File: config.mk
export PLATFORM = sky130hd
export DESIGN_NAME = ws2812_rx
export DESIGN_NICKNAME = d
export VERILOG_FILES = /design/src/rtl/ws2812_pkg.sv /design/src/rtl/ws2812_pulse_timer.sv /design/src/rtl/ws2812_rx.sv
export SDC_FILE = /design/constraint.sdc
export NUM_CORES = 1
export LEC_CHECK = 0
export CAP_MARGIN = 0
export CELL_PAD_IN_SITES_DETAIL_PLACEMENT = 1
export CELL_PAD_IN_SITES_GLOBAL_PLACEMENT = 2
export CORE_MARGIN = 8
export CORE_UTILIZATION = 40
export DETAILED_ROUTE_END_ITERATION = 10
export HOLD_SLACK_MARGIN = 0.08
export MAX_ROUTING_LAYER = met4
export PLACE_DENSITY_LB_ADDON = 0.1
export SLEW_MARGIN = 15
export SYNTH_ARGS = -nofsm -noshare
export SYNTH_HDL_FRONTEND = slang
export SYNTH_SLANG_ARGS = --single-unit
File: constraint.sdc
create_clock -name clk -period 5.4 [get_ports clk]
set_input_delay 1.08 -clock clk [delete_from_list [all_inputs] [get_ports clk]]
set_output_delay 1.08 -clock clk [all_outputs]
set_load 0.01 [all_outputs]
File: src/rtl/ws2812_pkg.sv
// Shared WS2812 definitions: FSM state encoding, GRB field offsets and default
// line timing, used by both the receiver and the transmitter.
package ws2812_pkg;

    typedef enum logic [1:0] {
        ST_IDLE = 2'd0,
        ST_HIGH = 2'd1,
        ST_LOW  = 2'd2
    } ws2812_state_t;

    localparam int PIXEL_BITS = 24;

    // Bit offsets of each colour byte inside a 24-bit GRB word.
    localparam int G_OFS = 16;
    localparam int R_OFS = 8;
    localparam int B_OFS = 0;

    // Nominal line timing in nanoseconds.
    localparam int unsigned T0H_NS           = 400;
    localparam int unsigned T1H_NS           = 800;
    localparam int unsigned T1_THRESH_DEF_NS = 600;
    localparam int unsigned TMAX_HIGH_DEF_NS = 2000;
    localparam int unsigned TRESET_DEF_NS    = 50000;

    // Nanoseconds to whole clock cycles, rounded down; 64-bit product so
    // long reset periods at high clock rates do not overflow.
    function automatic int unsigned ns_to_cycles(input longint unsigned f_clk_hz,
                                                 input longint unsigned t_ns);
        longint unsigned cycles;
        cycles = (f_clk_hz * t_ns) / 64'd1_000_000_000;
        return cycles[31:0];
    endfunction

endpackage

File: src/rtl/ws2812_pulse_timer.sv
// Line front end: 2-flop synchroniser, edge detect on the synchronised line and
// a saturating counter of cycles since the last edge or FSM state change.
module ws2812_pulse_timer #(
    parameter int          CW   = 12,
    parameter int unsigned CMAX = 2500
) (
    input  logic          clk,
    input  logic          reset,
    input  logic          din,
    input  logic          clr,
    output logic          level,
    output logic          rise,
    output logic          fall,
    output logic [CW-1:0] cnt
);

    localparam logic [CW-1:0] CMAX_C = CW'(CMAX);

    // [0] first sync flop, [1] synchronised line, [2] previous synchronised value
    logic [2:0] sync_q;

    always_ff @(posedge clk or posedge reset) begin
        if (reset) begin
            sync_q <= '0;
        end else begin
            sync_q <= {sync_q[1:0], din};
        end
    end

    assign level = sync_q[1];
    assign rise  = sync_q[1] & ~sync_q[2];
    assign fall  = ~sync_q[1] & sync_q[2];

    always_ff @(posedge clk or posedge reset) begin
        if (reset) begin
            cnt <= '0;
        end else if (rise || fall || clr) begin
            cnt <= '0;
        end else if (cnt != CMAX_C) begin
            cnt <= cnt + 1'b1;
        end
    end

endmodule

File: src/rtl/ws2812_rx.sv
// WS2812 receiver: decodes GRB pixels from the serial line and flags frame latches.
// Define WS2812_RX_FORWARD_EN to build the cascaded forward output on ws2812_dout.
module ws2812_rx
    import ws2812_pkg::*;
#(
    parameter int unsigned F_CLK        = 50_000_000,
    parameter int unsigned T1_THRESH_NS = T1_THRESH_DEF_NS,
    parameter int unsigned TMAX_HIGH_NS = TMAX_HIGH_DEF_NS,
    parameter int unsigned TRESET_NS    = TRESET_DEF_NS
) (
    input  logic        clk,
    input  logic        reset,
    input  logic        ws2812_din,
    output logic [23:0] pixel_data,
    output logic        pixel_valid,
    output logic [15:0] pixel_count,
    output logic        frame_done,
    output logic        rx_error,
    output logic        ws2812_dout,
    output logic [1:0]  dbg_state
);

    localparam int unsigned T1   = ns_to_cycles(64'(F_CLK), 64'(T1_THRESH_NS));
    localparam int unsigned TMAX = ns_to_cycles(64'(F_CLK), 64'(TMAX_HIGH_NS));
    localparam int unsigned TRST = ns_to_cycles(64'(F_CLK), 64'(TRESET_NS));
    localparam int          CW   = $clog2(TRST + 1);

    localparam logic [CW-1:0] T1_C     = CW'(T1);
    localparam logic [CW-1:0] TMAX_C   = CW'(TMAX);
    localparam logic [CW-1:0] TRST_C   = CW'(TRST);
    localparam logic [4:0]    PIX_LAST = 5'(PIXEL_BITS);

    ws2812_state_t state_q, state_d;
    logic          seen_q, seen_d;
    logic          level, rise, fall, timer_clr;
    logic [CW-1:0] cnt;
    logic          shift_en, err_d, done_d;
    logic [23:0]   shift_q;
    logic [4:0]    bit_cnt;

    // Every state change restarts the width count, as do line edges.
    assign timer_clr = (state_d != state_q);

    ws2812_pulse_timer #(
        .CW   (CW),
        .CMAX (TRST)
    ) u_timer (
        .clk   (clk),
        .reset (reset),
        .din   (ws2812_din),
        .clr   (timer_clr),
        .level (level),
        .rise  (rise),
        .fall  (fall),
        .cnt   (cnt)
    );

    always_ff @(posedge clk or posedge reset) begin
        if (reset) begin
            state_q <= ST_IDLE;
            seen_q  <= 1'b0;
        end else begin
            state_q <= state_d;
            seen_q  <= seen_d;
        end
    end

    // seen_q: a full latch-length low has been observed, so the next rising
    // edge is known to start a frame rather than land mid-pixel.
    always_comb begin
        state_d  = state_q;
        seen_d   = seen_q;
        shift_en = 1'b0;
        err_d    = 1'b0;
        done_d   = 1'b0;
        case (state_q)
            ST_IDLE: begin
                if (!level && cnt == TRST_C) begin
                    seen_d = 1'b1;
                end
                if (rise && seen_q) begin
                    state_d = ST_HIGH;
                end
            end
            ST_HIGH: begin
                if (cnt > TMAX_C) begin
                    state_d = ST_IDLE;
                    seen_d  = 1'b0;
                    err_d   = 1'b1;
                end else if (fall) begin
                    state_d  = ST_LOW;
                    shift_en = 1'b1;
                end
            end
            ST_LOW: begin
                if (rise) begin
                    state_d = ST_HIGH;
                end else if (cnt == TRST_C) begin
                    state_d = ST_IDLE;
                    done_d  = 1'b1;
                    err_d   = (bit_cnt != 5'd0);
                end
            end
            default: begin
                state_d = ST_IDLE;
                seen_d  = 1'b0;
            end
        endcase
    end

    assign dbg_state = state_q;

    // pixel_valid, frame_done and rx_error are single-cycle strobes with no
    // backpressure: a consumer must capture pixel_data in the valid cycle.
    always_ff @(posedge clk or posedge reset) begin
        if (reset) begin
            shift_q     <= '0;
            bit_cnt     <= '0;
            pixel_data  <= '0;
            pixel_valid <= 1'b0;
            pixel_count <= '0;
            frame_done  <= 1'b0;
            rx_error    <= 1'b0;
        end else begin
            pixel_valid <= 1'b0;
            frame_done  <= done_d;
            rx_error    <= err_d;
            if (err_d || done_d) begin
                bit_cnt <= '0;
            end else if (bit_cnt == PIX_LAST) begin
                pixel_data  <= shift_q;
                pixel_valid <= 1'b1;
                bit_cnt     <= '0;
                if (pixel_count != 16'hFFFF) begin
                    pixel_count <= pixel_count + 16'd1;
                end
            end else if (shift_en) begin
                shift_q <= {shift_q[PIXEL_BITS-2:0], (cnt > T1_C)};
                bit_cnt <= bit_cnt + 5'd1;
            end
            // Count stays visible in the frame_done cycle, clears the cycle after.
            if (frame_done) begin
                pixel_count <= '0;
            end
        end
    end

`ifdef WS2812_RX_FORWARD_EN
    logic fwd_q;

    // Armed once this device has taken its pixel; the line is low at that point,
    // so gating the synchronised line passes everything from the next rising edge.
    always_ff @(posedge clk or posedge reset) begin
        if (reset) begin
            fwd_q <= 1'b0;
        end else if (err_d || done_d) begin
            fwd_q <= 1'b0;
        end else if (bit_cnt == PIX_LAST && pixel_count == 16'd0) begin
            fwd_q <= 1'b1;
        end
    end

    assign ws2812_dout = fwd_q & level;
`else
    assign ws2812_dout = 1'b0;
`endif

endmodule
# == After elaboration in Yosys (flattened, before gate mapping) ==
# Cells that the tools add are included.
# word_totals
elab_cells,79
output_inout_bits,46
regBits,90
input_bits,3
# classes
reduce_logical,16
bitwise,7
add_sub_neg,3
muxes,30
magnitude_cmp,2
n_eq_ne,10
# ops
op,count
2-to-1 mux 16 bit,4
2-to-1 mux 12 bit,2
"adder 16 x 1 -> 16 bit, second input constant",1
"inequality test 16 bit, second input constant",1
2-to-1 mux 5 bit,3
2-to-1 mux 1 bit,13
"adder 12 x 1 -> 12 bit, second input constant",1
"equality test 12 bit, second input constant",1
"greater-than comparator 12 x 5 -> 1 bit, second input constant",1
"greater-than comparator 12 x 7 -> 1 bit, second input constant",1
"inequality test 12 bit, second input constant",1
2-to-1 mux 2 bit,5
AND reduction 3 bit,3
"inequality test 2 bit, second input constant",3
case mux 2 bit (3 select lines),1
nonzero test 2 bit,3
"adder 5 x 1 -> 5 bit, second input constant",1
"equality test 5 bit, second input constant",1
NOT 1 bit,5
nonzero test 5 bit,1
logical OR 1 bit,3
case mux 1 bit (3 select lines),1
nonzero test 3 bit,1
AND 1 bit,2
8 further kinds,9

# == Logic depth before layout (Yosys ltp) ==
# Gate-level depths: netlist of the first run.
# depth
ltp_word,8
depth_mapped,11
ltp_nobuf,8

# == Hierarchy ==
# From an unflattened synthesis of the first run, not the netlist that was laid out.
# unflattened
hier_cells,376
area_unflattened_um2,4336.7
# modules_own_cells
module,cells_per_inst,area_per_inst_um2,seq_area_each_um2,n_inst
ws2812_rx,296,3525.9,1876.8,1
ws2812_pulse_timer,80,810.8,375.4,1

# == Worst setup path after synthesis of the first run ==
# OpenSTA, ideal clock, no wires.
# synth_path
path_kind,register to register
start,"register state_q[0], in the netlist dbg_state[0]"
end,register pixel_data[14]
required_ns,5.275
slack_ns,3.105
setup_time_ns,0.125
n_path_buf,2
path_stages_with_launch,10
synth_period_minus_slack_ns,2.295
t_arrival_ns,2.170
path_cell_list,dfrtp_1 -> inv_1 -> ha_1 -> nor4b_1 -> and4_1 -> nor2_1 -> and2_1 -> buf_2 -> buf_6 -> mux2_2
# synth_via
elab_chain_cells,5
word_cells_on_any_way,7
classes_between,eq/ne: 2; mux: 2; bitwise: 1; reduce/logical: 2
# synth_rtl
element,line,text
from (decl),ws2812_rx.sv:33,"ws2812_state_t state_q, state_d;"
from (signal assigned),ws2812_rx.sv:63,state_q <= state_d;
equality test 2 bit,ws2812_rx.sv:76,case (state_q)
2-to-1 mux 1 bit,ws2812_rx.sv:76,
via done_d,ws2812_rx.sv:37,"logic shift_en, err_d, done_d;"
logical OR 1 bit,ws2812_rx.sv:128,if (err_d || done_d) begin
NOT 1 bit (no source line),-,
AND reduction 2 bit (no source line),-,
to (signal assigned),ws2812_rx.sv:131,pixel_data <= shift_q;
to (decl),ws2812_rx.sv:14,"output logic [23:0] pixel_data,"
# The timed path passes the listed nets, and every way through them passes these cells.
# A chain may end at the register's enable or synchronous reset.

# == Final worst setup path of the first run ==
# layout_path
start,register frame_done
end,output frame_done
# layout_lines
element,line,text
from (decl),ws2812_rx.sv:17,"output logic frame_done,"
from (signal assigned),ws2812_rx.sv:126,frame_done <= done_d;
# No word-level cell between the ends.

==> flow_summary.toml, run 1 <==
[setup_path]
crit_chain = "clkdlybuf4s50_1"
r2r-end = "pixel_count[14]$_DFFE_PP0P_"
crit_path_end = "frame_done"
worstPathMaxFanout = 17
crit_required_ns = 4.32
cp_num_cells = 1
cpPeakStageDelay_ns = 0.76
worst-r2r-setup-slack_ns = 2.58
cp.arrival_ns = 1.79
endpoint_kind = "output port"
crit_family = "flip-flops"
cp_num_buf_inv = 1
reg2regPathDepth = 8
timing.rr.start = "dbg_state[0]$_DFF_PP0_"
crit_type = "register to output port"
start_kind = "register"
crit_path_top_delay_cell = "dfrtp_1"
startpoint = "frame_done$_DFF_PP0_"

[route]
antenna_left = 0
drt_pass1_iterations = 4
num_vias = 2803
viasPerCell = 5.17
wire_per_inst_um = 16.7
wl_um = 9060
drc_errors = 0
drtIter0Drc = 100

[power]
cellLeakagePower_nw = 2.28
p_total_mw = 1.18
p_per_area_mw_per_mm2 = 239
vdd_drop_max_mv = 0.105

[logic_synthesis]
synth.area.top_cells = "dfrtp_1 (54%), mux2_4 (6.4%), mux2_2 (4.0%)"
synth.distinct_cells = 46
synth_edf_count = 0
ys_warn_count = 0
avgSynthCellArea_um2 = 11.8
syn_inst = 354
synth-main-ff-cell = "dfrtp_1"
yosysTopAreaCellShare_pct = 53.7
async_reset_ff_share_pct = 100
yosys.area.top_type = "dfrtp_1"
synth_area_mm2 = 0.00419
synth_seq_cells = 90
yosysSeqAreaShare_pct = 53.7
syn-num-nets = 368

[floorplan]
die_w_um = 118
core_area_mm2 = 0.0102
pin_count = 49
num_rows = 37
dieArea_mm2 = 0.0140
chipHeight_um = 118
start_util_pct = 41.0

[cells_and_area]
syn2layout_area_growth_pct = 18.1
nets = 415
seq_area_mm2 = 0.00225
diodes = 0
instances_no_fill = 542
multi_input_area_mm2 = 0.00179
drive_gt1_share_pct = 14.0
fillers = 1110

[sta]
worst_slew_pin_slew_ns = 0.752
hold_violations = 0
finalSetupViolCount = 0
tns_ns = 0
timing.hold.ws_ns = 0.355
max_freq_ghz = 0.349
timing.final.crit_share_pct = 53.1
slew_violations = 0
min_period_ns = 2.87
fin_skew_ns = 0.0169
rsz0062_at_grt = "no"
relSlewSlack_pct = 49.9

[clock_network]
hold_buffers = 0
ctsResizeCount = 0
cts_setup_buffers = 0
clock-root-buffer = "clkbuf_8"
cts_tree = "done"
htree_num_levels = 3
clk_pin_slew_worst_paths_ns = 0.10
clk_path_buf_depth = 2
clkSinkCount = 90
cts_inserted_buffers = 9
clock_latency_ns = 0.37

[global_routing]
grt_pass1_vias = 3051
antenna_found_initial = 0
gr-total-overflow = 0
grt_start_max_net_pins = 63
grt_pass1_wl_um = 15700
track_usage_pct = 14.0

[placed_design]
post-place-cells = 525
gp_congestion = 0.821
dpl.hpwl_um = 6400
portBuffers = 47

[run]
cap_violations = 0

[outcome]
status = "complete, no violations"

[worst_hold_path]
hold_class = "register to register"
worst register-to-register path, delay by kind of cell (launching register included):
family                   cells  cell delay [ns]
AND/OR/NAND/NOR              5             1.68
flip-flops                   1             0.49
adder cells (fa/ha/maj)      1             0.30
AO/OA/AOI/OAI                1             0.15
buffers and inverters        1             0.13
flip-flops by register name, indices dropped and copies added (netlist names), 2 cells and up:
name            count
u_timer.sync_q      3
dbg_state           2
u_timer.cnt        12
shift_q            24
pixel_count        16
bit_cnt             5
pixel_data         24
layout by cell type, fill, tap and decap left out, types with 8 or more instances in the layout:
| cell type | synthesis | routed |
|---|---|---|
| a21oi_1 | 22 | 22 |
| and3_1 | 11 | 11 |
| clkbuf_8 | 0 | 9 |
| clkdlybuf4s50_1 | 0 | 47 |
| dfrtp_1 | 90 | 90 |
| ha_1 | 11 | 11 |
| inv_1 | 15 | 14 |
| mux2_1 | 14 | 14 |
| mux2_2 | 15 | 15 |
| mux2_4 | 18 | 18 |
| nand2_1 | 16 | 16 |
| nand3_1 | 18 | 18 |
| nor2_1 | 24 | 24 |
| o21ai_0 | 16 | 16 |
| or3_1 | 12 | 12 |
| xor2_1 | 8 | 8 |
cell usage after synthesis, types with 2 or more instances:
master	n
o31ai_1	2
xor2_1	8
ha_1	11
clkbuf_1	3
mux2_2	15
a31oi_1	2
nor4_1	2
o311a_1	2
nor3_1	3
inv_1	15
xnor2_1	7
and3_1	11
nor2_1	24
dfrtp_1	90
mux2_1	14
mux2_4	18
nand4_1	6
and2_1	3
nor2b_1	3
o21ai_0	16
or3_1	12
buf_6	4
a21oi_1	22
nand2_1	16
nand3_1	18
or4_1	2
and4_1	3
buf_2	4
area by class of cell:
| type | count | share of cell area, % |
|---|---|---|
| Clock buffer | 9 | 2.50 |
| Clock inverter | 7 | 1.52 |
| Inverter | 15 | 1.19 |
| Multi-Input combinational cell | 236 | 36.1 |
| Sequential cell | 90 | 45.5 |
| Tap cell | 136 | 3.44 |
| Timing Repair Buffer | 49 | 9.81 |
how the worst min path moves through the flow:
| stage | from | slack, ns | end | depth (start not counted) |
|---|---|---|---|---|
| floorplan | u_timer.sync_q[0]$_DFF_PP0_ | 0.33 | u_timer.sync_q[1]$_DFF_PP0_ | 0 |
| global placement | u_timer.sync_q[0]$_DFF_PP0_ | 0.33 | u_timer.sync_q[1]$_DFF_PP0_ | 0 |
| detailed placement | u_timer.sync_q[0]$_DFF_PP0_ | 0.34 | u_timer.sync_q[1]$_DFF_PP0_ | 0 |
| CTS | u_timer.sync_q[0]$_DFF_PP0_ | 0.36 | u_timer.sync_q[1]$_DFF_PP0_ | 0 |
| global route | u_timer.sync_q[0]$_DFF_PP0_ | 0.38 | u_timer.sync_q[1]$_DFF_PP0_ | 0 |
| finish | u_timer.sync_q[0]$_DFF_PP0_ | 0.36 | u_timer.sync_q[1]$_DFF_PP0_ | 0 |
metal layers:
| layer | share of wire (%) | wire, um | up-vias | track usage, % |
|---|---|---|---|---|
| met2 | 50 | 4500 | 37 | 22.7 |
| met5 | 0 | 0 | - | - |
| met1 | 46 | 4170 | 1413 | 16.9 |
| li1 | - | - | 1343 | - |
| met3 | 3.0 | 269 | 10 | 3.05 |
| met4 | 1.3 | 122 | 0 | 5.04 |
stage by stage:
step / cell area, um2 / worst slack [ns] / utilization (%)
final: 4950 / 2.53 / 48.4
after global routing: 4950 / 2.34 / 48.4
after CTS: 4940 / 2.31 / 48.3
after detailed placement: 4740 / 2.35 / 46.3
after global placement: 4740 / 2.47 / 46.3
after floorplan: 4190 / 1.98 / -
logic make-up after synthesis:
group / after synthesis / synth area share, %
adder cells (fa/ha/maj): 11 / 3.28
XOR/XNOR: 15 / 3.13
multiplexers: 47 / 14.2
other: 1 / 0.0895
AO/OA/AOI/OAI: 53 / 7.52
flip-flops: 90 / 53.7
AND/OR/NAND/NOR: 109 / 14.3
buffers and inverters: 28 / 3.70
power breakdown:
group / total [mW] / internal, mW / switching (mW)
registers: 0.683 / 0.678 / 0.00467
logic: 0.0359 / 0.0104 / 0.0254
clock network: 0.464 / 0.184 / 0.280
total: 1.18 / 0.873 / 0.310
No activity file was read; power rests on OpenSTA's default activity.
==> inputs of run 2 (changes only) <==
--- a/config.mk
+++ b/config.mk
@@ -9,7 +9,7 @@
 export CELL_PAD_IN_SITES_DETAIL_PLACEMENT = 1
 export CELL_PAD_IN_SITES_GLOBAL_PLACEMENT = 2
 export CORE_MARGIN = 8
-export CORE_UTILIZATION = 40
+export CORE_UTILIZATION = 37
 export DETAILED_ROUTE_END_ITERATION = 10
 export HOLD_SLACK_MARGIN = 0.08
 export MAX_ROUTING_LAYER = met4
==> constraint.sdc (replaced) <==
create_clock -name clk -period 2.8 [get_ports clk]
set_input_delay 0.56 -clock clk [delete_from_list [all_inputs] [get_ports clk]]
set_output_delay 0.56 -clock clk [all_outputs]
set_load 0.01 [all_outputs]
==> flow_summary.toml, run 2 (synthesized netlist as in run 1, its figures left out) <==
[power]
p_per_area_mw_per_mm2 = 505
p_total_mw = 2.59
cellLeakagePower_nw = 2.36
vdd_drop_max_mv = 0.243

[global_routing]
gr-total-overflow = 0
grt_pass1_wl_um = 15200
track_usage_pct = 13.1
antenna_found_initial = 0
grt_pass1_vias = 2858
grt_start_max_net_pins = 44

[sta]
timing.final.crit_share_pct = 88.7
slew_violations = 0
hold_violations = 0
fin_skew_ns = 0.00962
worst_slew_pin_slew_ns = 0.654
tns_ns = 0
finalSetupViolCount = 0
rsz0062_at_grt = "no"
min_period_ns = 2.48
max_freq_ghz = 0.403
relSlewSlack_pct = 56.3

[setup_path]
crit_required_ns = 3.02
crit_path_top_delay_cell = "and3_4"
cp.arrival_ns = 2.71
crit_chain = "inv_1 > ha_1 > nor2b_1 > o311ai_1 > and3_1 > and3_4 > mux2_1"
cp_num_buf_inv = 1
endpoint_kind = "register"
start_kind = "register"
crit_family = "simple AND/OR/NAND/NOR gates"
cpPeakStageDelay_ns = 0.52
worstPathMaxFanout = 25
crit_type = "register to register"
worst-r2r-setup-slack_ns = 0.32

[route]
wl_met2_um = 4150
drtIter0Drc = 128
dr.max_layer_used = "met4"
drt_pass1_iterations = 4
wl_um = 8810
wire_per_inst_um = 15.9
viasPerCell = 5.12
antenna_left = 0
num_vias = 2834
met3_length_um = 340
drc_errors = 0
met1Wirelength_um = 4200

[clock_network]
hold_buffers = 0
ctsResizeCount = 0
clock-root-buffer = "clkbuf_16"
clkSinkCount = 90
cts_inserted_buffers = 9
clk_path_buf_depth = 2
clk_pin_slew_worst_paths_ns = 0.07
cts_tree = "done"
clock_latency_ns = 0.34
cts_setup_buffers = 0
htree_num_levels = 3

[floorplan]
die_w_um = 122
num_rows = 39
core_area_mm2 = 0.0112
pin_count = 49
start_util_pct = 37.3
chipHeight_um = 122
dieArea_mm2 = 0.0150

[cells_and_area]
instances_no_fill = 554
fillers = 1233
final_area_mm2 = 0.00513
nets = 420
layout_commonest_cell = "dfrtp_1"
final_cell_mix = "dfrtp_1 (90), clkdlybuf4s50_1 (47), nor2_1 (24), a21oi_1 (22)"
diodes = 0
reg_top3 = "pixel_data x24, shift_q x24, pixel_count x16"
syn2layout_area_growth_pct = 22.4
drive_gt1_share_pct = 14.8

[run]
cap_violations = 0

[outcome]
status = "complete, no violations"

[placed_design]
dpl.hpwl_um = 6400
dpl_cell_area_mm2 = 0.00482
post-place-cells = 538
gp_congestion = 0.771
portBuffers = 47

[worst_hold_path]
hold_class = "register to register"
## run 2: cell types whose count changed in the layout (fill, tap and decap cells not counted), sizes merged
cell / previous run / this run
buf: 2 / 7
inv: 20 / 17
clkinv: 1 / 4
## run 2: layout make-up
type | count | area (um2) | area share (%)
Sequential cell | 90 | 2250 | 43.9
Multi-Input combinational cell | 236 | 1780 | 34.8
Timing Repair Buffer | 54 | 548 | 10.7
Clock buffer | 9 | 225 | 4.39
Tap cell | 143 | 179 | 3.49
Clock inverter | 7 | 81.3 | 1.59
Inverter | 15 | 60.1 | 1.17
## run 2: worst paths after layout
| kind | start | end | cells after the start |
|---|---|---|---|
| worst max register to register | u_timer.cnt[1]$_DFFE_PP0P_ | shift_q[18]$_DFFE_PP0P_ | 7 |
| worst min-delay path | u_timer.sync_q[0]$_DFF_PP0_ | u_timer.sync_q[1]$_DFF_PP0_ | 0 |
| max in group asynchronous | reset | u_timer.sync_q[2]$_DFF_PP0_ | 3 |
| min in group asynchronous | reset | pixel_data[3]$_DFFE_PP0P_ | 2 |
| worst max-delay path | u_timer.cnt[1]$_DFFE_PP0P_ | shift_q[18]$_DFFE_PP0P_ | 7 |
| worst min register to register | u_timer.sync_q[0]$_DFF_PP0_ | u_timer.sync_q[1]$_DFF_PP0_ | 0 |
## run 2: worst register-to-register path, stage by stage (launching register included)
cell      delay, ns
dfrtp_1        0.40
inv_1          0.08
ha_1           0.15
nor2b_1        0.06
o311ai_1       0.42
and3_1         0.37
and3_4         0.52
mux2_1         0.38
## run 2: per-stage QoR
stage | hold WS [ns] | utilization (%) | setup slack (ns)
finish | 0.352 | 45.7 | 0.316
global route | 0.367 | 45.7 | 0.110
CTS | 0.355 | 45.7 | 0.284
detailed placement | 0.340 | 43.0 | 0.300
global placement | 0.339 | 43.0 | 0.374
floorplan | 0.331 | - | 0.505
## run 2: report_power, final
part	internal [mW]	switching (mW)	total, mW	leakage (nW)
logic	0.0237	0.0494	0.0731	0.964
clock network	0.636	0.566	1.20	0.150
registers	1.31	0.00870	1.32	1.25
## run 2: layer usage
metal,GRT usage [%],vias to the layer above
met4,4.34,0
met5,-,-
met2,19.6,31
met3,2.99,8
met1,17.1,1431
li1,-,1364
